### src/rtl/fx_div16_seq.sv
// rtl/fx_div16_seq.sv - sequential Q1.15 fixed-point divider, O = sat(trunc(A*2^FW / B))
// Optional macro FX_DIV_ROUND_EN: extra guard iteration, round half away from zero.
`timescale 1ns/1ps
module fx_div16_seq #(
    parameter int QW = 12,
    parameter int FW = 15
) (
    input  logic          clk,
    input  logic          rst,
    input  logic          start,
    input  logic [QW-1:0] A,
    input  logic [15:0]   B,
    output logic          busy,
    output logic          done,
    output logic [QW-1:0] O,
    output logic          sat,
    output logic          dz
);

`ifdef FX_DIV_ROUND_EN
    localparam int GB = 1;
`else
    localparam int GB = 0;
`endif
    localparam int DW = QW + FW;
    localparam int N  = DW + GB;
    localparam int CW = $clog2(N);
    localparam logic [DW:0]   POS_LIM = (DW+1)'((1 << (QW-1)) - 1);
    localparam logic [DW:0]   NEG_LIM = (DW+1)'(1 << (QW-1));
    localparam logic [QW-1:0] O_POS   = {1'b0, {(QW-1){1'b1}}};
    localparam logic [QW-1:0] O_NEG   = {1'b1, {(QW-1){1'b0}}};

    typedef enum logic [1:0] {S_IDLE, S_CALC, S_FIX} state_t;
    state_t state, state_nxt;

    logic [DW-1:0] dvd;
    logic [15:0]   rem;
    logic [15:0]   dsr;
    logic [N-1:0]  quo;
    logic [CW-1:0] cnt;
    logic          neg;

    logic [QW-1:0] a_mag;
    logic [16:0]   trial;
    logic          ge;
    logic [DW:0]   q_mag;
    logic [QW-1:0] q_low;
    logic [QW-1:0] q_signed;

    always_ff @(posedge clk or posedge rst) begin
        if (rst) state <= S_IDLE;
        else     state <= state_nxt;
    end

    always_comb begin
        state_nxt = state;
        busy      = (state != S_IDLE);
        case (state)
            S_IDLE:  if (start) state_nxt = (B == 16'd0) ? S_FIX : S_CALC;
            S_CALC:  if (cnt == '0) state_nxt = S_FIX;
            S_FIX:   state_nxt = S_IDLE;
            default: state_nxt = S_IDLE;
        endcase
    end

    always_comb begin
        a_mag = A[QW-1] ? (~A + 1'b1) : A;
        trial = {rem, dvd[DW-1]};
        ge    = (trial >= {1'b0, dsr});
`ifdef FX_DIV_ROUND_EN
        // quo[0] is the first bit below the LSB; adding it rounds the magnitude
        q_mag = {1'b0, quo[N-1:1]} + {{DW{1'b0}}, quo[0]};
`else
        q_mag = {1'b0, quo};
`endif
        q_low    = q_mag[QW-1:0];
        q_signed = neg ? (~q_low + 1'b1) : q_low;
    end

    always_ff @(posedge clk or posedge rst) begin
        if (rst) begin
            dvd  <= '0;
            rem  <= '0;
            dsr  <= '0;
            quo  <= '0;
            cnt  <= '0;
            neg  <= 1'b0;
            done <= 1'b0;
            O    <= '0;
            sat  <= 1'b0;
            dz   <= 1'b0;
        end else begin
            done <= 1'b0;
            case (state)
                S_IDLE: if (start) begin
                    neg <= A[QW-1];
                    dvd <= {a_mag, {FW{1'b0}}};
                    dsr <= B;
                    rem <= '0;
                    quo <= '0;
                    cnt <= CW'(N - 1);
                end
                S_CALC: begin
                    dvd <= dvd << 1;
                    rem <= ge ? 16'(trial - {1'b0, dsr}) : trial[15:0];
                    quo <= {quo[N-2:0], ge};
                    cnt <= cnt - 1'b1;
                end
                S_FIX: begin
                    done <= 1'b1;
                    if (dsr == 16'd0) begin
                        O   <= neg ? O_NEG : O_POS;
                        sat <= 1'b1;
                        dz  <= 1'b1;
                    end else if (!neg && q_mag > POS_LIM) begin
                        O   <= O_POS;
                        sat <= 1'b1;
                        dz  <= 1'b0;
                    end else if (neg && q_mag > NEG_LIM) begin
                        O   <= O_NEG;
                        sat <= 1'b1;
                        dz  <= 1'b0;
                    end else begin
                        O   <= q_signed;
                        sat <= 1'b0;
                        dz  <= 1'b0;
                    end
                end
                default: ;
            endcase
        end
    end

endmodule

### config.mk
export PLATFORM = sky130hd
export DESIGN_NAME = fx_div16_seq
export DESIGN_NICKNAME = d
export VERILOG_FILES = /design/src/rtl/fx_div16_seq.sv
export SDC_FILE = /design/constraint.sdc
export NUM_CORES = 1
export LEC_CHECK = 0
export BUFFER_PORTS_ARGS = -buffer_cell sky130_fd_sc_hd__clkbuf_2
export CORE_MARGIN = 5
export CORE_UTILIZATION = 25
export DETAILED_ROUTE_END_ITERATION = 6
export GPL_ROUTABILITY_DRIVEN = 0
export PLACE_DENSITY = 0.48
export REMOVE_ABC_BUFFERS = 1
export SETUP_SLACK_MARGIN = 0.3
export SLEW_MARGIN = 30
export SYNTH_ARGS = -nofsm -noshare
export SYNTH_HDL_FRONTEND = slang
export SYNTH_SLANG_ARGS = --single-unit
### constraint.sdc
create_clock -name clk -period 3.85 [get_ports clk]
set_input_delay 0.77 -clock clk [delete_from_list [all_inputs] [get_ports clk]]
set_output_delay 0.77 -clock clk [all_outputs]
set_load 0.05 [all_outputs]
Yosys cells after proc, flatten, opt, wreduce, memory -nomap -nowiden. Cells that the tools add are included.

$add $sub $neg: 4. Bitwise operators: 2. Magnitude comparators: 3. Eq/ne operators: 4. Reductions and logical operators: 12. Multiplexer cells: 24.

Operators by type and width (number): $pmux 27 s2 (2); $mux 12 (6); $mux 27 (2); $logic_not 16->1 (2); $mux 16 (2); $pmux 16 s2 (1); $gt 27x11->1 const B (1); $gt 27x12->1 const B (1); $add 12x1->12 const B (2); $not 12->12 (2); $ge 17x16->1 (1); $sub 16x16->16 (1); $pmux 5 s2 (1); $mux 2 (3); $reduce_and 2->1 (3); $logic_not 5->1 (1); $mux 1 (5); $mux 5 (1); $sub 5x1->5 const B (1); $ne 2x2->1 const B (2); $pmux 2 s2 (1); $reduce_bool 2->1 (2); $eq 2x1->1 const B (1); $eq 2x2->1 const B (1); 3 further kinds (4).

Register bits: 109. Input port bits: 31.

Logic depth before layout (Yosys ltp). Gate-level depths: netlist (run 1).

Depth in word-level cells: 6. Gate-level depth with buffers: 10. Depth with buffers taken out: 9.

Worst setup path before layout (run 1). Ideal clock, no wire load.

Path kind: reg2reg. Start point: register quo[4]. End point: register O[11]. Arrival time: 2.243 ns. Library setup time: 0.126 ns. Stages on the path, launching flop included: 8. Path slack: 1.481 ns. Clock period less this slack: 2.369 ns. Data required time: 3.724 ns. Buffers on the path: 1. Cell sequence: dfrtp_1 buf_6 or4_4 or3_4 or4_4 o21ai_1 nand2b_1 a221o_1.

Word-level cells in the longest chain between the ends: 6. Elaborated cells between the ends (all ways): 10. Classes of those cells: add/sub (1); order compare (2); mux (4); bitwise (1); reduce/logical (2).

Ends and longest elaborated chain: from (decl) (line 39) `logic [N-1:0] quo;`; from (signal assigned) (line 106) `quo <= {quo[N-2:0], ge};`; $not 12->12 (line 77) `q_signed = neg ? (~q_low + 1'b1) : q_low;`; $add 12x1->12 (line 77); $mux 12 (line 77); $mux 12 (line 119) `end else if (neg && q_mag > NEG_LIM) begin`; $mux 12 * (line 115) `end else if (!neg && q_mag > POS_LIM) begin`; $mux 12 * (line 111) `if (dsr == 16'd0) begin`; to (signal assigned) (line 112) `O <= neg ? O_NEG : O_POS;`; to (signal assigned) (line 124) `O <= q_signed;`; to (decl) (line 15) `output logic [QW-1:0] O,`.

Mark *: on every way between the ends. The rest lies on a longest branch, timed or not. A chain may end at the register's enable or synchronous reset.

Final worst setup path (run 1).
Start point: register dsr[10]. End point: register rem[1].

Word-level cells in the longest chain between the ends: 3.

Ends and longest elaborated chain: from (decl) (line 38) `logic [15:0] dsr;`; from (signal assigned) (line 84) `dsr <= '0;`; from (signal assigned) (line 98) `dsr <= B;`; $ge 17x16->1 (line 69) `ge = (trial >= {1'b0, dsr});`; $mux 16 (line 105) `rem <= ge ? 16'(trial - {1'b0, dsr}) : trial[15:0];`; $pmux 16 s2 (line 94) `case (state)`; to (signal assigned) (line 105); to (decl) (line 37) `logic [15:0] rem;`.

No other way between the ends.

==> results of run 1 <==
==> cell families after synthesis <==
| group | count (synthesis) | synth area share |
|---|---|---|
| buffers and inverters | 65 | 0.0477 |
| and+or+nand+nor | 189 | 0.174 |
| xor gates and xnor gates | 29 | 0.0481 |
| adders and majority gates | 22 | 0.0536 |
| DFF | 94 | 0.446 |
| AOI/OAI and AO/OA | 178 | 0.229 |
| muxes | 1 | 0.00190 |
==> layout by cell type (no fill, tap or decap), types with 7 or more instances in the layout <==
cell and n:
a22o_1 24, o21ai_0 48, nand4_1 19, nor4_1 12
a211oi_1 12, ha_1 21, a21oi_1 24, a21o_1 7
clkbuf_2 46, buf_4 7, inv_1 34, xnor2_1 17
o211ai_1 16, nand2_1 89, xor2_1 12, clkbuf_16 9
nor2_1 28, dfrtp_1 94
==> final timing paths <==
check | end | cells past startpoint
max | rem[1] | 8
min | quo[16] | 2
max reg2reg | rem[1] | 8
min reg2reg | dvd[16] | 2
max in group asynchronous | dsr[7] | 3
min in group clk | dvd[16] | 2
==> worst max-delay path: stages, from the launching register on <==
cell	delay, ns
dfrtp_1	0.35
inv_1	0.08
ha_1	0.48
a21oi_1	0.22
o21ai_0	0.22
a21oi_1	0.10
a31oi_1	0.62
nor2_1	0.24
o311ai_0	0.43
==> cell type report <==
| class | instances | area (um2) |
|---|---|---|
| Sequential cell | 94 | 2350 |
| Multi-Input combinational cell | 419 | 2700 |
| Tap cell | 275 | 344 |
| Timing Repair Buffer | 53 | 283 |
| Clock buffer | 10 | 229 |
| Inverter | 35 | 134 |
| Clock inverter | 6 | 116 |
| Fill cell | 2225 | 14700 |
==> sequential cells by signal, summed over array words and instances, names as in the netlist <==
| name | flops |
|---|---|
| quo | 27 |
| dsr | 16 |
| rem | 16 |
| O | 12 |
| dvd | 12 |
| cnt | 5 |
| state | 2 |
| done | 1 |
| dz | 1 |
| neg | 1 |
| sat | 1 |
==> stage by stage <==
| step | hold WS (ns) | power (mW) | cell area (um2) |
|---|---|---|---|
| floorplan | 0.449 | 3.96 | 5160 |
| global placement | 0.466 | 4.82 | 5810 |
| detailed placement | 0.480 | 4.87 | 5810 |
| CTS | 0.495 | 5.92 | 6150 |
| global route | 0.517 | 6.37 | 6150 |
| finish | 0.486 | 5.89 | 6150 |
==> layer usage <==
metal  global-route usage  vias up
li1                     -     2174
met4               0.0271        0
met3               0.0242       16
met1                0.169     2188
met5                    0        -
met2                0.183       84
==> power groups by stage <==
| stage | clock network (mW) | registers (mW) | logic, mW |
|---|---|---|---|
| final | 1.04 | 1.69 | 3.16 |
| after global routing | 1.10 | 1.74 | 3.53 |
| after CTS | 1.06 | 1.69 | 3.17 |
| after detailed placement | 0 | 1.71 | 3.16 |
| after global placement | 0 | 1.69 | 3.12 |
| after floorplan | 0 | 1.86 | 2.11 |
==> flow_summary.ini, run 1 <==
[outcome]
status = completed

[detailed_routing]
met2WireLength_mm = 6.46
wirelength_mm = 14.2
postRouteAntennaNets = 0
top_layer = met4
drt-wirelength-per-cell_um = 15.9
wl_met3_um = 534
remaining_drc_errors = 0
wl_met1_mm = 6.99
drt_first_iter_violations = 269
via_count = 4462
firstDrtPassIters = 5
vias_per_cell = 5.00

[global_route]
grt_pass1_vias = 4516
grt_pass1_wl_mm = 23.6
antenna_found_initial = 0
grt.overflow.total = 0
grt_max_degree = 49
grt.total_usage = 0.118

[setup_path]
worstPathArrival_ns = 3.08
endpoint_kind = register
crit_path_start_kind = register
crit_start = dsr[10]
r2r-start = dsr[10]
crit_required_ns = 4.04
criticalPathCategory = reg2reg
r2r_slack_ns = 0.96
cp_max_fo = 11

[worst_hold_path]
hold_class = in2async

[sta]
tightest_slew_ns = 0.843
period_needed_ns = 2.89
drv_slew = 0
max_slew_margin = 0.438
post-route-period-util = 0.751
hold_violations = 0
setup_viol = 0
layout_setup_ws_ns = 0.958
rsz0062_at_grt = false
fin_skew_ns = 0.00845
tns_ns = 0
max_freq_ghz = 0.346

[clock_tree]
cts_tree = done
postCtsSetupRepairBufs = 0
clk_latency_ns = 0.34
clk_pin_slew_ns = 0.07
cts_sinks = 94
ctsResizeCount = 0
h-tree-depth = 3
cts_hold_buf = 0
numCtsBuffers = 9
root_buffer = clkbuf_16
cts_buffer_depth = 2

[floorplan]
die_x_um = 155
ioPinCount = 47
initial_core_util = 0.253
die_area_um2 = 24100
coreArea_um2 = 20900
dieHeight_um = 155
num_rows = 53

[pwr]
p_int_mw = 3.14
leakagePower_nw = 2.70
power.net_switching_mw = 2.75
seq_power_share = 0.286
ir_drop_v = 0.000241
combPwrFrac = 0.537
p_per_area_nw_per_um2 = 957
power.share.clock = 0.176
swShare = 0.467

[layout]
finalNonFillerCells = 892
syn2layout_area_growth_pct = 16.6
drive_gt1_frac = 0.130
final_util = 0.295
nNetsFinal = 665
num_antenna_cells = 0

[place]
portBuffers = 46
place_ws_ns = 1.12
dp_hpwl_mm = 10.4
placed_cells = 876

[synth]
synth_area_um2 = 5280
synth_edf_count = 0
syn_avg_cell_area_um2 = 9.13
synthFlopType = dfrtp_1
ys_async_sr_fraction = 1.00
yosys_warnings = 0
synth_commonest_cells = dfrtp_1 (94), nand2_1 (89), o21ai_0 (48)
synth.area.top_cells = dfrtp_1 (45%), nand2_1 (6.3%), ha_1 (5.0%)
synth_seq_cells = 94
syn_inst = 578
synth_top_cell_area_share = 0.446
yosysMostFrequentCell = dfrtp_1
yosysSeqAreaShare = 0.446
yosysTopAreaCell = dfrtp_1
yosysUniqueCellTypes = 59

[flow_run]
maxCapViolCount = 0
Power figures use the tool's default switching activity.
==> run 2: changes to the inputs <==
ABC_AREA = 1   (was default)
clock period = 2.8 ns   (was 3.85 ns; I/O delays follow)
==> flow_summary.ini, run 2 <==
[outcome]
status = completed

[floorplan]
initial_core_util = 0.255
num_rows = 55
die_x_um = 162
die_area_um2 = 26400
ioPinCount = 47
coreArea_um2 = 22800
dieHeight_um = 162

[clock_tree]
root_buffer = clkbuf_16
cts_sinks = 94
h-tree-depth = 3
cts_hold_buf = 0
cts_buffer_depth = 2
numCtsBuffers = 9
postCtsSetupRepairBufs = 0
clk_latency_ns = 0.35
clk_pin_slew_ns = 0.07
cts_tree = done
ctsResizeCount = 0

[synth]
synth_edf_count = 0
yosysUniqueCellTypes = 41
yosysMostFrequentCell = nand2_1
synth.area.top_cells = dfrtp_1 (40%), nand2_1 (14%), inv_1 (7.7%)
yosysSeqAreaShare = 0.405
synthFlopType = dfrtp_1
synth_commonest_cells = nand2_1 (209), inv_1 (119), dfrtp_1 (94)
synth_area_um2 = 5810
yosys_warnings = 0
yosysTopAreaCell = dfrtp_1
syn_inst = 782
syn_avg_cell_area_um2 = 7.43
synth_top_cell_area_share = 0.405
ys_async_sr_fraction = 1.00
synth_seq_cells = 94

[detailed_routing]
drt-wirelength-per-cell_um = 13.2
firstDrtPassIters = 5
wirelength_mm = 15.1
remaining_drc_errors = 0
vias_per_cell = 4.40
postRouteAntennaNets = 0
via_count = 5015
drt_first_iter_violations = 300

[setup_path]
path_cells = ha_1 -> a21oi_1 -> o21ai_0 -> a31oi_4 -> nand2_8 -> nand2_1 -> nand2_1 -> nand2_1 -> nand2_1
cp_num_buf_inv = 0
crit_required_ns = 3.04
slowest_delay_ns = 0.57
slowest_stage = a31oi_4
worstPathArrival_ns = 2.58
crit_top_cell = nand2_1
cp_top_family = compound AO/OA/AOI/OAI gates
cp_max_fo = 17
crit_path_start_kind = register
endpoint_kind = register
cp.depth = 9
criticalPathCategory = reg2reg
rr_worst_depth = 9

[layout]
top_regs = quo (27), dsr (16), rem (16)
final_common_cell = nand2_1
syn2layout_area_growth_pct = 14.5
num_antenna_cells = 0
layout_common_cells = nand2_1 (209), inv_1 (118), dfrtp_1 (94)
nNetsFinal = 877
largest_reg_flops = 27
top_register = quo
fill_cells = 2499
finalNonFillerCells = 1141
drive_gt1_frac = 0.117

[sta]
fin_skew_ns = 0.00738
hold_violations = 0
rsz0062_at_grt = false
drv_slew = 0
max_freq_ghz = 0.428
post-route-period-util = 0.833
layout_setup_ws_ns = 0.466
period_needed_ns = 2.33
setup_viol = 0
tightest_slew_ns = 0.636
max_slew_margin = 0.576

[global_route]
grt_max_degree = 40
grt_pass1_vias = 5046
antenna_found_initial = 0
grt_pass1_wl_mm = 25.4
grt.total_usage = 0.119
grt.overflow.total = 0

[place]
portBuffers = 46
placed_cells = 1126
dp_hpwl_mm = 11.0
place_ws_ns = 0.473

[worst_hold_path]
hold_class = in2async

[flow_run]
maxCapViolCount = 0
==> run 2: cell types whose count changed in the layout (fill, tap and decap cells not counted), sizes merged, moves of 9 or more <==
cell,change
a211oi,-11
a22o,-24
inv,+88
nand2,+132
nand3,+43
nand3b,+16
nor2,+31
nor3,+9
nor4,-10
o211ai,-12
o22ai,+25
xnor2,-13
==> run 2: kinds of logic (layout without fill, tap and decap cells) <==
family	after synthesis	after routing	synth area share
AOI/OAI and AO/OA	117	117	0.117
DFF	94	94	0.405
and+or+nand+nor	382	382	0.295
buffers and inverters	149	195	0.108
adders and majority gates	22	22	0.0487
xor gates and xnor gates	18	18	0.0271
==> run 2: final timing paths <==
| kind | from | to | slack, ns |
|---|---|---|---|
| worst min-delay path | rst | rem[6] | 0.24 |
| worst max-delay path | rem[13] | rem[14] | 0.47 |
| min in group clk | B[5] | dsr[5] | 0.46 |
| max in group asynchronous | rst | cnt[2] | 1.91 |
| worst min register to register | dvd[25] | dvd[25] | 0.48 |
| worst max register to register | rem[13] | rem[14] | 0.47 |
==> run 2: worst register-to-register path, cell delays in order, from the launching register on <==
cell     delay, ns
dfrtp_1       0.40
ha_1          0.35
a21oi_1       0.18
o21ai_0       0.18
a31oi_4       0.57
nand2_8       0.21
nand2_1       0.16
nand2_1       0.07
nand2_1       0.06
nand2_1       0.05
==> run 2: metal layers <==
metal | part of all wire | wire (um) | track usage | up-vias
li1 | - | - | - | 2596
met1 | 0.51 | 7750 | 0.169 | 2306
met2 | 0.42 | 6410 | 0.181 | 97
met3 | 0.045 | 676 | 0.0238 | 16
met4 | 0.017 | 257 | 0.0392 | 0
met5 | 0 | 0 | 0 | -
==> run 2: area by class of cell <==
type	instances	area, um2	share of cell area
clock buffers	13	280	0.0421
clock inverters	2	13.8	0.00207
inverters	124	468	0.0703
multi-input cells	539	2830	0.425
flip-flops and latches	94	2350	0.354
well taps	313	392	0.0589
repair buffers	56	318	0.0478
==> run 2: metrics by stage <==
| stage | hold WS, ns | utilization | TNS, ns | instance area (um2) |
|---|---|---|---|---|
| floorplan | 0.448 | - | -19.61 | 5650 |
| global placement | 0.465 | 0.279 | 0 | 6360 |
| detailed placement | 0.466 | 0.279 | 0 | 6360 |
| CTS | 0.255 | 0.292 | 0 | 6650 |
| global route | 0.300 | 0.292 | 0 | 6650 |
| finish | 0.237 | 0.292 | 0 | 6650 |
Power of run 2 is not shown: default switching activity piles up to over one toggle a cycle in this logic, so the estimate is an artifact.
==> run 3: changes to the inputs <==
PLACE_DENSITY = 0.49   (was 0.48)
clock period = 2 ns   (was 2.8 ns; I/O delays follow)
==> flow_summary.ini, run 3 (synthesis gave the netlist of run 2 again) <==
[outcome]
status = completed

[setup_path]
crit_required_ns = 2.24
cp_top_family = simple AND/OR/NAND/NOR gates
endpoint_kind = register
crit_path_start_kind = register
r2r_slack_ns = 0.12
cp.depth = 13
path_cells = ha_4 -> nand2_4 -> nor2_1 -> nand2_1 -> nand3_2 -> nand2_2 -> nand2_2 -> nand2_4 -> nand2_8 -> buf_8 -> nand2_2 -> nand3_2 -> nand2_1
r2r_end = rem[11]
rr_worst_depth = 13
crit_top_cell = nand2_2
cp_max_fo = 6
slowest_delay_ns = 0.43
cp_num_buf_inv = 1
worstPathArrival_ns = 2.12
criticalPathCategory = reg2reg
r2r-start = rem[3]
slowest_stage = dfrtp_1

[layout]
layout_common_cells = nand2_1 (169), inv_1 (98), dfrtp_1 (93)
multi_input_comb_area_um2 = 3320
nNetsFinal = 955
finalNonFillerCells = 1220
seqCellArea_um2 = 2350
fill_cells = 2461
top_register = quo
top_regs = quo (27), dsr (16), rem (16)
largest_reg_flops = 27
drive_gt1_frac = 0.310
num_antenna_cells = 0
final_common_cell = nand2_1
postLayoutCellArea_um2 = 7810
syn2layout_area_growth_pct = 34.5

[floorplan]
dieHeight_um = 162
die_area_um2 = 26400
coreArea_um2 = 22800
initial_core_util = 0.255
num_rows = 55
die_x_um = 162
ioPinCount = 47

[detailed_routing]
vias_per_cell = 4.45
postRouteAntennaNets = 0
firstDrtPassIters = 4
wirelength_mm = 16.5
via_count = 5435
remaining_drc_errors = 0
drt-wirelength-per-cell_um = 13.5
drt_first_iter_violations = 274

[global_route]
grt.total_usage = 0.128
grt_pass1_wl_mm = 27.6
grt_max_degree = 40
grt.overflow.total = 0
antenna_found_initial = 0
grt_pass1_vias = 5681

[sta]
hold_violations = 0
tightest_slew_ns = 0.447
max_slew_margin = 0.702
post-route-period-util = 0.940
max_freq_ghz = 0.532
period_needed_ns = 1.88
fin_skew_ns = 0.00942
tns_ns = 0
setup_viol = 0
whs_ns = 0.0588
rsz0062_at_grt = true
drv_slew = 0

[clock_tree]
cts_tree = done
numCtsBuffers = 9
cts_buffer_depth = 2
cts_sinks = 94
clk_pin_slew_ns = 0.07
clk_latency_ns = 0.35
h-tree-depth = 3
cts_hold_buf = 0
root_buffer = clkbuf_16

[place]
dp_hpwl_mm = 11.6
placed_cell_area_um2 = 6640
placed_cells = 1162
portBuffers = 46

[flow_run]
maxCapViolCount = 0

[worst_hold_path]
hold_class = in2async
-- run 3: changes by cell type in the layout (fill, tap and decap cells not counted), moves of 7 or more --
| cell | before | now |
|---|---|---|
| a21oi_1 | 28 | 16 |
| a21oi_2 | 1 | 12 |
| buf_4 | 9 | 75 |
| ha_1 | 21 | 6 |
| ha_4 | 0 | 14 |
| inv_1 | 118 | 98 |
| inv_2 | 5 | 23 |
| nand2_1 | 209 | 169 |
| nand2_2 | 10 | 40 |
| nand2_4 | 1 | 11 |
| nand3_1 | 47 | 40 |
-- run 3: worst max-delay path by stage --
stage,end,from
final,rem[11],rem[3]
after global routing,rem[12],dsr[8]
after CTS,rem[14],rem[3]
after detailed placement,rem[5],dsr[7]
after global placement,rem[5],dsr[8]
after floorplan,O[0],rst
-- run 3: cell type report --
cell class	count	area share
repair inverters	1	0.000961
well taps	313	0.0501
flip-flops and latches	94	0.301
multi-input cells	540	0.425
clock buffers	10	0.0293
repair buffers	132	0.124
inverters	124	0.0607
clock inverters	6	0.00881
-- run 3: stage by stage --
| stage | setup slack [ns] | util |
|---|---|---|
| after floorplan | -0.849 | - |
| after global placement | -0.0178 | 0.292 |
| after detailed placement | -0.0253 | 0.292 |
| after CTS | 0.137 | 0.331 |
| after global routing | 0.00465 | 0.343 |
| final | 0.119 | 0.343 |
-- run 3: what timing repair did --
| action | 4_1_cts | 5_1_grt |
|---|---|---|
| buffers inserted | 23 | 16 |
| cloned | 3 | 0 |
| gates resized for setup | 98 | 47 |
| endpoints found under the hold margin | 0 | 0 |
| setup endpoints to repair | 31 | 32 |
| pin swaps | 18 | 23 |
-- run 3: worst register-to-register path: cells and delay by family, from the launching register on --
family	cells	cell delay, ns
fa+ha+maj	1	0.33
buf+inv	1	0.15
flops	1	0.43
simple gates	11	0.87
-- run 3: metal layers --
layer,vias up,track usage,share of wire
met5,-,0,0
met4,0,0.0415,0.019
met3,23,0.0202,0.031
met1,2550,0.174,0.49
li1,2770,-,-
met2,92,0.207,0.46
Power of run 3 is left out for the same reason.
